File: src/rtl/regfile_wr_scoreboard.sv
// Write side of the 8x16 register file: decoded write port, two bypassed read
// ports, flat register image and a pending-write scoreboard that stalls decode.
module regfile_wr_scoreboard #(
  parameter int NREG = 8,
  parameter int DW   = 16
) (
  input  logic               clk,
  input  logic               rst_n,
  input  logic               wr_en,
  input  logic [2:0]         wr_addr,
  input  logic [DW-1:0]      wr_data,
  input  logic               rsv_en,
  input  logic [2:0]         rsv_addr,
  input  logic [2:0]         rd0_addr,
  input  logic               rd0_use,
  output logic [DW-1:0]      rd0_data,
  input  logic [2:0]         rd1_addr,
  input  logic               rd1_use,
  output logic [DW-1:0]      rd1_data,
  output logic               stall,
  output logic [NREG-1:0]    pending,
  output logic [NREG*DW-1:0] regs_flat
);

  logic [DW-1:0]   regs [NREG];
  logic [NREG-1:0] pend;
  logic [NREG-1:0] wr_dec;
  logic [NREG-1:0] rsv_dec;
  logic            byp0;
  logic            byp1;
  logic            hazard0;
  logic            hazard1;

  assign wr_dec  = wr_en  ? (NREG'(1) << wr_addr)  : '0;
  assign rsv_dec = rsv_en ? (NREG'(1) << rsv_addr) : '0;

  // Clear-then-set: a reservation in the same cycle as the write to that
  // register belongs to a younger instruction and must survive.
  always_ff @(posedge clk or negedge rst_n) begin
    if (!rst_n) begin
      for (int i = 0; i < NREG; i++) regs[i] <= '0;
      pend <= '0;
    end else begin
      if (wr_en) regs[wr_addr] <= wr_data;
      pend <= (pend & ~wr_dec) | rsv_dec;
    end
  end

  assign byp0 = wr_en && (wr_addr == rd0_addr);
  assign byp1 = wr_en && (wr_addr == rd1_addr);

  assign rd0_data = byp0 ? wr_data : regs[rd0_addr];
  assign rd1_data = byp1 ? wr_data : regs[rd1_addr];

  assign hazard0 = rd0_use && pend[rd0_addr] && !byp0;
  assign hazard1 = rd1_use && pend[rd1_addr] && !byp1;
  assign stall   = hazard0 || hazard1;

  assign pending = pend;

  for (genvar g = 0; g < NREG; g++) begin : g_flat
    assign regs_flat[g*DW +: DW] = regs[g];
  end

endmodule

File: config.mk
export PLATFORM = sky130hd
export DESIGN_NAME = regfile_wr_scoreboard
export DESIGN_NICKNAME = d
export VERILOG_FILES = /design/src/rtl/regfile_wr_scoreboard.sv
export SDC_FILE = /design/constraint.sdc
export NUM_CORES = 1
export LEC_CHECK = 0
export BUFFER_PORTS_ARGS = -buffer_cell sky130_fd_sc_hd__buf_2
export CAP_MARGIN = 10
export CORE_MARGIN = 2
export CORE_UTILIZATION = 58
export CTS_CLUSTER_SIZE = 24
export DETAILED_ROUTE_END_ITERATION = 10
export PLACE_DENSITY_LB_ADDON = 0.12
export RECOVER_POWER = 50
export SLEW_MARGIN = 30
export SYNTH_ARGS = -nofsm -noshare
export SYNTH_HDL_FRONTEND = slang
export SYNTH_SLANG_ARGS = --single-unit
File: constraint.sdc
create_clock -name clk -period 3.5 [get_ports clk]
set_clock_uncertainty 0.15 [all_clocks]
set_input_delay 0.35 -clock clk [delete_from_list [all_inputs] [get_ports clk]]
set_output_delay 0.35 -clock clk [all_outputs]
set_load 0.01 [all_outputs]
==> impl_metrics.py, run 1 <==
metrics = {
    "status": {
        "status": "finished, violations left",
        "violations": "capacitance limit, slew limit",
    },
    "setup_path": {
        "end_kind": "primary output",
        "crit_type": "input pin to primary output",
        "reg2regPathDepth": 1,
        "r2r_start": "regs_flat[108]",
        "worstPathArrival_ns": 1.95,
        "reg2reg_to": "regs_flat[108]",
        "r2r_setup_slack_ns": 2.51,
        "worstPathRequired_ns": 3.00,
        "path_max_fanout": 19,
        "startpoint_type": "input pin",
    },
    "sta": {
        "hold_viol": 0,
        "holdWs_ns": 0.0565,
        "maxSlewViolCount": 83,
        "fin_crit_sh": 0.700,
        "setup_tns_ns": 0,
        "fmax_ghz": 0.408,
        "worst_pin_slew_ns": 2.07,
        "rsz0062_at_grt": "false",
        "max_slew_margin": -0.381,
        "finalSetupViolCount": 0,
        "finalWorstPathRequiredPeriod_ns": 2.45,
        "fin_ws_ns": 1.05,
    },
    "grt": {
        "grt_pass1_wl_mm": 33.5,
        "grt_max_degree": 84,
        "antenna_found_initial": 1,
        "grt_use_total": 0.317,
        "grt_pass1_vias": 5937,
        "gr-total-overflow": 0,
    },
    "power_and_ir_drop": {
        "max-vdd-ir-drop_uv": 440,
        "p_comb_frac": 0.304,
        "p_leak_nw": 3.84,
        "netSwitchingFraction": 0.328,
        "seqPwrFrac": 0.413,
        "clkPwrFrac": 0.283,
        "p_int_mw": 3.75,
        "p_sw_mw": 1.83,
        "cellPowerDensity_mw_per_mm2": 616,
    },
    "yosys": {
        "ys_seq_area_frac": 0.443,
        "syn_area_per_cell_um2": 14.1,
        "ys.flop_type": "dfrtp_1",
        "synthCells": 546,
        "syn_nets": 580,
        "synth_area_mm2": 0.00768,
        "async_flop_share": 1.00,
        "synth-edff-count": 0,
        "synth.distinct_cells": 29,
        "ys_seq_elements": 136,
        "yosysWarningCount": 0,
    },
    "clock_network": {
        "cts.clk_slew.worst_paths_ns": 0.05,
        "cts_tree": "yes",
        "cts_made_buffers": 17,
        "worstSkewPairLatency_ns": 0.42,
        "cts.sinks": 136,
        "cts_max_level": 4,
        "post_cts_buffers": 0,
        "clockRootBuffer": "clkbuf_16",
        "clock_path_buffers": 2,
    },
    "placed_design": {
        "io_buffer_count": 202,
        "place_ws_ns": 1.04,
        "hpwl_mm": 13.9,
        "dpl_cell_area_mm2": 0.00872,
        "gp_congestion": 0.878,
    },
    "floorplan": {
        "start_util": 0.587,
        "die_x_um": 119,
        "dieHeight_um": 119,
        "die_area_mm2": 0.0142,
        "rows": 42,
        "io_pins": 203,
        "core_mm2": 0.0131,
    },
    "routing": {
        "vias_per_cell": 6.36,
        "num_vias": 5814,
        "drt_iter0_drc": 410,
        "drt-total-wl_mm": 21.6,
        "wl_per_cell_um": 23.7,
        "drc_errors": 0,
        "ant_nets": 0,
        "drt_first_pass_iters": 6,
    },
    "hold_path": {
        "min_path_cells": 2,
        "hold_end": "pending[0]",
        "hp-start": "rsv_addr[0]",
        "hold_path_class": "input pin to flip-flop",
    },
    "job": {
        "cap_viol_max_count": 1,
    },
    "final_layout": {
        "finalInstanceArea_mm2": 0.00906,
        "final_cell_mix": "137 x clkbuf_1, 136 x dfrtp_1, 128 x mux2_2",
        "antenna-diode-count": 0,
        "nets": 761,
        "layout-drive-gt1-share": 0.421,
        "area_delta_synth_final_pct": 17.9,
        "layout_commonest_cell": "clkbuf_1",
    },
}
-- cells in the mapped netlist, types with 5 or more instances --
| cell | count | area share |
|---|---|---|
| dfrtp_1 | 136 | 0.44 |
| mux2_2 | 128 | 0.19 |
| mux4_2 | 66 | 0.19 |
| nand2_1 | 32 | 0.016 |
| nor2_1 | 32 | 0.016 |
| buf_4 | 28 | 0.027 |
| mux2i_1 | 23 | 0.030 |
| a21oi_1 | 20 | 0.013 |
| buf_2 | 16 | 0.010 |
| a31oi_1 | 12 | 0.0098 |
| clkbuf_1 | 7 | 0.0034 |
| o21ai_0 | 6 | 0.0039 |
| xnor2_1 | 6 | 0.0068 |
| inv_1 | 5 | 0.0024 |
-- per-stage QoR --
stage | cells | power, mW | util
final | 914 | 5.58 | 0.692
after global routing | 914 | 5.84 | 0.692
after CTS | 914 | 5.68 | 0.706
after detailed placement | 883 | 4.09 | 0.666
after global placement | 883 | 4.02 | 0.666
after floorplan | 546 | 3.33 | -
-- power by group through the flow --
stage	Clock (mW)	Combinational, mW	Sequential (mW)
final	1.58	1.70	2.30
after global routing	1.68	1.82	2.35
after CTS	1.60	1.80	2.28
after detailed placement	0	1.79	2.30
after global placement	0	1.75	2.27
after floorplan	0	0.962	2.37
-- worst max-delay path, cell delays in order --
cell and delay [ns]:
buf_2 0.44, buf_4 0.40, mux4_2 0.35, mux2i_1 0.15, a21oi_1 0.08, buf_2 0.16
-- state kept, by name, summed over array words and instances (netlist names) --
| name | flops |
|---|---|
| pending | 8 |
| regs_flat | 128 |
-- metal layers --
layer / track usage / vias up / wire (um)
li1: - / 2432 / -
met1: 0.416 / 2972 / 8410
met2: 0.501 / 345 / 10600
met3: 0.0819 / 65 / 1870
met4: 0.141 / 0 / 711
met5: 0 / - / 0
-- how the worst max path moves through the flow --
stage           startpoint       endpoint  slack [ns]  depth (start not counted)
2_1_floorplan  rd0_addr[0]   rd0_data[10]        1.52                          5
3_5_place_dp   rd1_addr[1]   rd1_data[11]        1.04                          6
3_3_place_gp   rd1_addr[1]   rd1_data[12]        1.08                          6
6_report       rd1_addr[1]   rd1_data[11]        1.05                          6
5_1_grt              rst_n  regs_flat[73]        0.66                          2
4_1_cts        rd1_addr[1]   rd1_data[11]        1.05                          6
-- kinds of logic (layout without fill, tap and decap cells) --
group | Yosys count | count (layout) | share of synthesized area
buf+inv | 60 | 252 | 0.0486
simple gates | 83 | 83 | 0.0573
xor+xnor | 6 | 6 | 0.00684
flops | 136 | 136 | 0.443
compound gates | 44 | 44 | 0.0329
mux | 217 | 217 | 0.411
-- layout make-up --
| cell class | instances | area (um^2) |
|---|---|---|
| Sequential cell | 136 | 3400 |
| Clock buffer | 26 | 489 |
| Clock inverter | 4 | 20.0 |
| Inverter | 5 | 18.8 |
| Multi-Input combinational cell | 350 | 3890 |
| Tap cell | 176 | 220 |
| Timing Repair Buffer | 217 | 1010 |
| Fill cell | 1002 | 4030 |
-- timing repair --
action,in CTS,in global routing
hold buffers,1,0
endpoints found under the hold margin,82,0
gates resized for setup,0,0
Note: power is estimated with default switching activity, not from simulation.
==> run 2, diff against run 1 <==
--- a/config.mk
+++ b/config.mk
@@ -8,7 +8,7 @@
 export BUFFER_PORTS_ARGS = -buffer_cell sky130_fd_sc_hd__buf_2
 export CAP_MARGIN = 10
 export CORE_MARGIN = 2
-export CORE_UTILIZATION = 58
+export CORE_UTILIZATION = 48
 export CTS_CLUSTER_SIZE = 24
 export DETAILED_ROUTE_END_ITERATION = 10
 export PLACE_DENSITY_LB_ADDON = 0.12
==> constraint.sdc (replaced) <==
create_clock -name clk -period 2 [get_ports clk]
set_clock_uncertainty 0.15 [all_clocks]
set_input_delay 0.2 -clock clk [delete_from_list [all_inputs] [get_ports clk]]
set_output_delay 0.2 -clock clk [all_outputs]
set_load 0.01 [all_outputs]
==> run 2 against run 1 <==
Net effect:
- the flow finishes with violations (setup timing)
- sequential share of layout area is 4.6 points lower
- global-route usage shrank 3.0 points
- critical path depth fell by 1
- wire length grew 11%
- power rose by 99%
- count of clock-buffer cells in the layout decreased by 5
- cell count is 18% higher
- hold slack got worse by 0.042 ns
- cell area increased by 14%
- clock power increased by 120%
- first-iteration DRC count is 31% higher
- largest power group unchanged
==> impl_metrics.py, run 2 (synthesis gave the netlist of run 1 again) <==
metrics = {
    "status": {
        "status": "finished, violations left",
        "violations": "setup timing",
    },
    "floorplan": {
        "die_x_um": 130,
        "start_util": 0.487,
        "rows": 46,
        "io_pins": 203,
        "dieHeight_um": 130,
        "die_area_mm2": 0.0170,
        "core_mm2": 0.0158,
    },
    "sta": {
        "maxSlewViolCount": 0,
        "finalWorstPathRequiredPeriod_ns": 2.05,
        "rsz0062_at_grt": "true",
        "max_slew_margin": 0.178,
        "setup_tns_ns": -0.613,
        "finalSetupViolCount": 20,
        "hold_viol": 0,
        "fin_ws_ns": -0.0548,
        "fmax_ghz": 0.487,
        "fin_crit_sh": 1.03,
        "worst_pin_slew_ns": 1.23,
    },
    "setup_path": {
        "path_max_fanout": 3,
        "worstPathArrival_ns": 1.70,
        "crit_type": "flip-flop to primary output",
        "startpoint_type": "flip-flop",
        "worstPathRequired_ns": 1.65,
        "end_kind": "primary output",
    },
    "job": {
        "cap_viol_max_count": 0,
    },
    "routing": {
        "num_vias": 6145,
        "ant_nets": 0,
        "vias_per_cell": 5.72,
        "drt-total-wl_mm": 24.0,
        "drt_first_pass_iters": 5,
        "drt_iter0_drc": 536,
        "wl_per_cell_um": 22.4,
        "drc_errors": 0,
    },
    "final_layout": {
        "largest_register_ffs": 128,
        "finalInstanceArea_mm2": 0.0103,
        "final_cell_mix": "199 x buf_2, 136 x dfrtp_1, 128 x mux2_2",
        "area_delta_synth_final_pct": 34.3,
        "fillerInstances": 1252,
        "layout_commonest_cell": "buf_2",
        "layout-drive-gt1-share": 0.628,
        "nets": 878,
    },
    "clock_network": {
        "clock_path_buffers": 2,
        "cts.sinks": 136,
        "cts_tree": "yes",
        "cts_max_level": 4,
        "cts.clk_slew.worst_paths_ns": 0.06,
        "cts_made_buffers": 17,
        "clockRootBuffer": "clkbuf_16",
        "worstSkewPairLatency_ns": 0.42,
    },
    "placed_design": {
        "gp_congestion": 0.840,
        "dpl_cell_area_mm2": 0.00905,
        "io_buffer_count": 202,
        "hpwl_mm": 16.2,
    },
    "grt": {
        "grt_max_degree": 44,
        "grt_pass1_wl_mm": 36.0,
        "grt_pass1_vias": 6286,
        "grt_use_total": 0.287,
        "gr-total-overflow": 0,
        "antenna_found_initial": 1,
    },
    "power_and_ir_drop": {
        "power_mw": 11.1,
        "max-vdd-ir-drop_uv": 707,
        "cellPowerDensity_mw_per_mm2": 1070,
        "p_leak_nw": 4.79,
    },
    "hold_path": {
        "hold_path_class": "input pin to flip-flop",
    },
}
run 2: per-layer routing:
metal | track usage | vias to the layer above | part of all wire
li1 | - | 2665 | -
met1 | 0.376 | 3171 | 0.41
met2 | 0.476 | 261 | 0.51
met3 | 0.0627 | 48 | 0.061
met4 | 0.103 | 0 | 0.025
met5 | 0 | - | 0
run 2: metrics by stage:
step / utilization / std cells / worst slack [ns] / hold WS, ns
2_1_floorplan: - / 546 / 0.316 / -0.246
3_3_place_gp: 0.574 / 952 / 0.154 / 0.0191
3_5_place_dp: 0.574 / 952 / 0.134 / 0.0227
4_1_cts: 0.651 / 1053 / -0.0664 / 0.00102
5_1_grt: 0.654 / 1074 / -0.131 / 0.0172
6_report: 0.654 / 1075 / -0.0548 / 0.0145
run 2: final timing paths:
kind	startpoint	to	slack, ns	cells after the start
max	pending[4]	stall	-0.05	5
min	wr_data[15]	regs_flat[63]	0.01	2
max reg2reg	pending[0]	pending[0]	0.48	4
min reg2reg	regs_flat[75]	regs_flat[75]	0.40	1
max in group asynchronous	rst_n	regs_flat[111]	0.29	3
min in group asynchronous	rst_n	regs_flat[95]	0.44	2
run 2: repair_timing:
action / in CTS / in global routing
hold buffers: 19 / 0
hold endpoints to repair: 182 / 0
gates cloned: 0 / 0
gates resized for setup: 1 / 3
setup buffers: 50 / 20
pin swaps: 16 / 14
endpoints found under the setup margin: 23 / 32
run 2: cell type report:
class	count	area, um^2	area share
diodes	2	5.00	0.000485
clock buffers	21	480	0.0466
clock inverters	11	169	0.0164
inverters	5	18.8	0.00182
multi-input cells	350	3900	0.378
flip-flops and latches	136	3400	0.330
well taps	216	270	0.0262
repair buffers	334	2070	0.201
run 2: worst max-delay path, cell delays in order, from the launching register on:
cell and delay [ns]:
dfrtp_1 0.40, mux4_2 0.48, a2bb2oi_2 0.14, nand4_1 0.06, o21ai_1 0.06, buf_2 0.14
run 2: report_power, final:
part / switching, mW / leakage, nW / internal [mW]
combinational: 1.63 / 2.86 / 2.12
sequential: 0.581 / 1.63 / 3.36
clock: 1.19 / 0.307 / 2.22
==> run 3, diff against run 2 <==
--- a/config.mk
+++ b/config.mk
@@ -13,6 +13,7 @@
 export DETAILED_ROUTE_END_ITERATION = 10
 export PLACE_DENSITY_LB_ADDON = 0.12
 export RECOVER_POWER = 50
+export SKIP_CTS_REPAIR_TIMING = 1
 export SLEW_MARGIN = 30
 export SYNTH_ARGS = -nofsm -noshare
 export SYNTH_HDL_FRONTEND = slang
==> run 3 against run 2 <==
Net effect:
- the run ends with hold timing, setup timing left
- maximum frequency fell by 1.0%
- hold slack got worse by 0.023 ns
- global-route usage shrank 0.87 points
- sequential share of layout area is 1.2 points higher
- register-to-register slack better by 0.09 ns
- power down 2.0%
- wire length decreased by 2.3%
- sequential cell count did not move
- die area is the same
- combinational power decreased by 6.4%
- critical path depth fell by 1
- critical endpoint is now rd0_data[1]
- largest cell class unchanged
==> impl_metrics.py, run 3 (synthesis gave the netlist of run 1 again) <==
metrics = {
    "status": {
        "violations": "hold timing, setup timing",
        "status": "finished, violations left",
    },
    "placed_design": {
        "hpwl_mm": 16.2,
        "place_ws_ns": 0.134,
        "io_buffer_count": 202,
        "gp_congestion": 0.840,
    },
    "sta": {
        "holdWs_ns": -0.00837,
        "setup_tns_ns": -0.668,
        "finalSetupViolCount": 21,
        "hold_viol": 2,
        "maxSlewViolCount": 0,
        "fin_ws_ns": -0.0755,
        "fmax_ghz": 0.482,
        "rsz0062_at_grt": "true",
        "fin_crit_sh": 1.04,
        "max_slew_margin": 0.193,
        "finalWorstPathRequiredPeriod_ns": 2.08,
        "worst_pin_slew_ns": 1.21,
    },
    "final_layout": {
        "layout-drive-gt1-share": 0.629,
        "nets": 834,
        "layout_commonest_cell": "buf_2",
        "final_cell_mix": "198 x buf_2, 136 x dfrtp_1, 128 x mux2_2",
        "largest_register_ffs": 128,
        "area_delta_synth_final_pct": 29.7,
    },
    "clock_network": {
        "cts_tree": "yes",
        "cts.clk_slew.worst_paths_ns": 0.06,
        "cts_max_level": 4,
        "worstSkewPairLatency_ns": 0.42,
        "clockRootBuffer": "clkbuf_16",
        "clock_path_buffers": 2,
        "cts.sinks": 136,
        "cts_made_buffers": 17,
    },
    "routing": {
        "drt_iter0_drc": 399,
        "drc_errors": 0,
        "vias_per_cell": 5.78,
        "wl_per_cell_um": 22.8,
        "num_vias": 5961,
        "drt_first_pass_iters": 4,
        "ant_nets": 0,
        "drt-total-wl_mm": 23.5,
    },
    "setup_path": {
        "worstPathRequired_ns": 1.65,
        "crit_chain": "mux4_2, mux2i_1, a21oi_1, buf_2",
        "startpoint_type": "flip-flop",
        "cpPeakStageDelay_ns": 0.49,
        "worstPathArrival_ns": 1.73,
        "slowest_stage": "mux4_2",
        "crit_type": "flip-flop to primary output",
        "path_max_fanout": 4,
        "end_kind": "primary output",
    },
    "power_and_ir_drop": {
        "power_mw": 10.9,
        "max-vdd-ir-drop_uv": 689,
        "cellPowerDensity_mw_per_mm2": 1090,
        "p_leak_nw": 4.60,
    },
    "floorplan": {
        "start_util": 0.487,
        "io_pins": 203,
        "rows": 46,
        "die_area_mm2": 0.0170,
        "dieHeight_um": 130,
        "die_x_um": 130,
        "core_mm2": 0.0158,
    },
    "grt": {
        "grt_pass1_vias": 5887,
        "antenna_found_initial": 2,
        "grt_pass1_wl_mm": 34.7,
        "grt_use_total": 0.278,
        "grt_max_degree": 44,
        "gr-total-overflow": 0,
    },
    "job": {
        "cap_viol_max_count": 0,
    },
    "hold_path": {
        "hold_path_class": "input pin to flip-flop",
    },
}
==> run 3: cell types whose count changed in the layout (fill, tap and decap cells not counted) <==
| cell | change |
|---|---|
| a31oi_2 | -1 |
| a31oi_4 | +1 |
| buf_2 | -1 |
| buf_4 | -27 |
| buf_6 | +1 |
| clkbuf_1 | -2 |
| diode_2 | +1 |
| dlygate4sd3_1 | -15 |
| nand2_1 | -1 |
| nand2_2 | +1 |
| nor3b_1 | +1 |
| nor3b_4 | -1 |
==> run 3: worst max-delay path: cells and delay by family (launching register included) <==
kind                   cells  cell delay [ns]
DFF                        1             0.43
buffers and inverters      1             0.15
AOI/OAI and AO/OA          1             0.10
muxes                      2             0.64
==> run 3: layout make-up <==
type                    instances  area [um^2]
diodes                          3         7.51
clock buffers                  21          480
clock inverters                11          169
fillers                      1298         5810
inverters                       5         18.8
multi-input cells             350         3900
flip-flops and latches        136         3400
well taps                     216          270
repair buffers                290         1720
==> run 3: worst paths after layout <==
kind,cells past startpoint,slack [ns],to,start
min in group asynchronous,2,0.43,regs_flat[50],rst_n
min,3,-0.008,pending[6],rsv_addr[1]
max,4,-0.08,rd0_data[1],regs_flat[113]
min reg2reg,2,0.40,pending[7],pending[7]
max in group asynchronous,3,0.30,regs_flat[66],rst_n
max reg2reg,3,0.57,pending[0],pending[0]
==> run 3: layer usage <==
metal | global-route usage | vias to the layer above | routed length, um
met2 | 0.457 | 242 | 11700
met5 | 0 | - | 0
met1 | 0.366 | 3105 | 9620
met4 | 0.0995 | 0 | 536
li1 | - | 2571 | -
met3 | 0.0656 | 43 | 1590
==> run 3: where the power goes <==
| part | internal, mW | switching [mW] | total, mW |
|---|---|---|---|
| combinational | 1.95 | 1.55 | 3.50 |
| sequential | 3.36 | 0.608 | 3.97 |
| clock | 2.22 | 1.18 | 3.39 |
| total | 7.53 | 3.33 | 10.9 |
==> run 3: through the flow <==
step / util / hold WS (ns) / instances / instance area [um^2]
2_1_floorplan: - / -0.246 / 546 / 7680
3_3_place_gp: 0.574 / 0.0191 / 952 / 9050
3_5_place_dp: 0.574 / 0.0227 / 952 / 9050
4_1_cts: 0.615 / -0.418 / 984 / 9700
5_1_grt: 0.632 / 0.00771 / 1031 / 9960
6_report: 0.632 / -0.00837 / 1032 / 9960
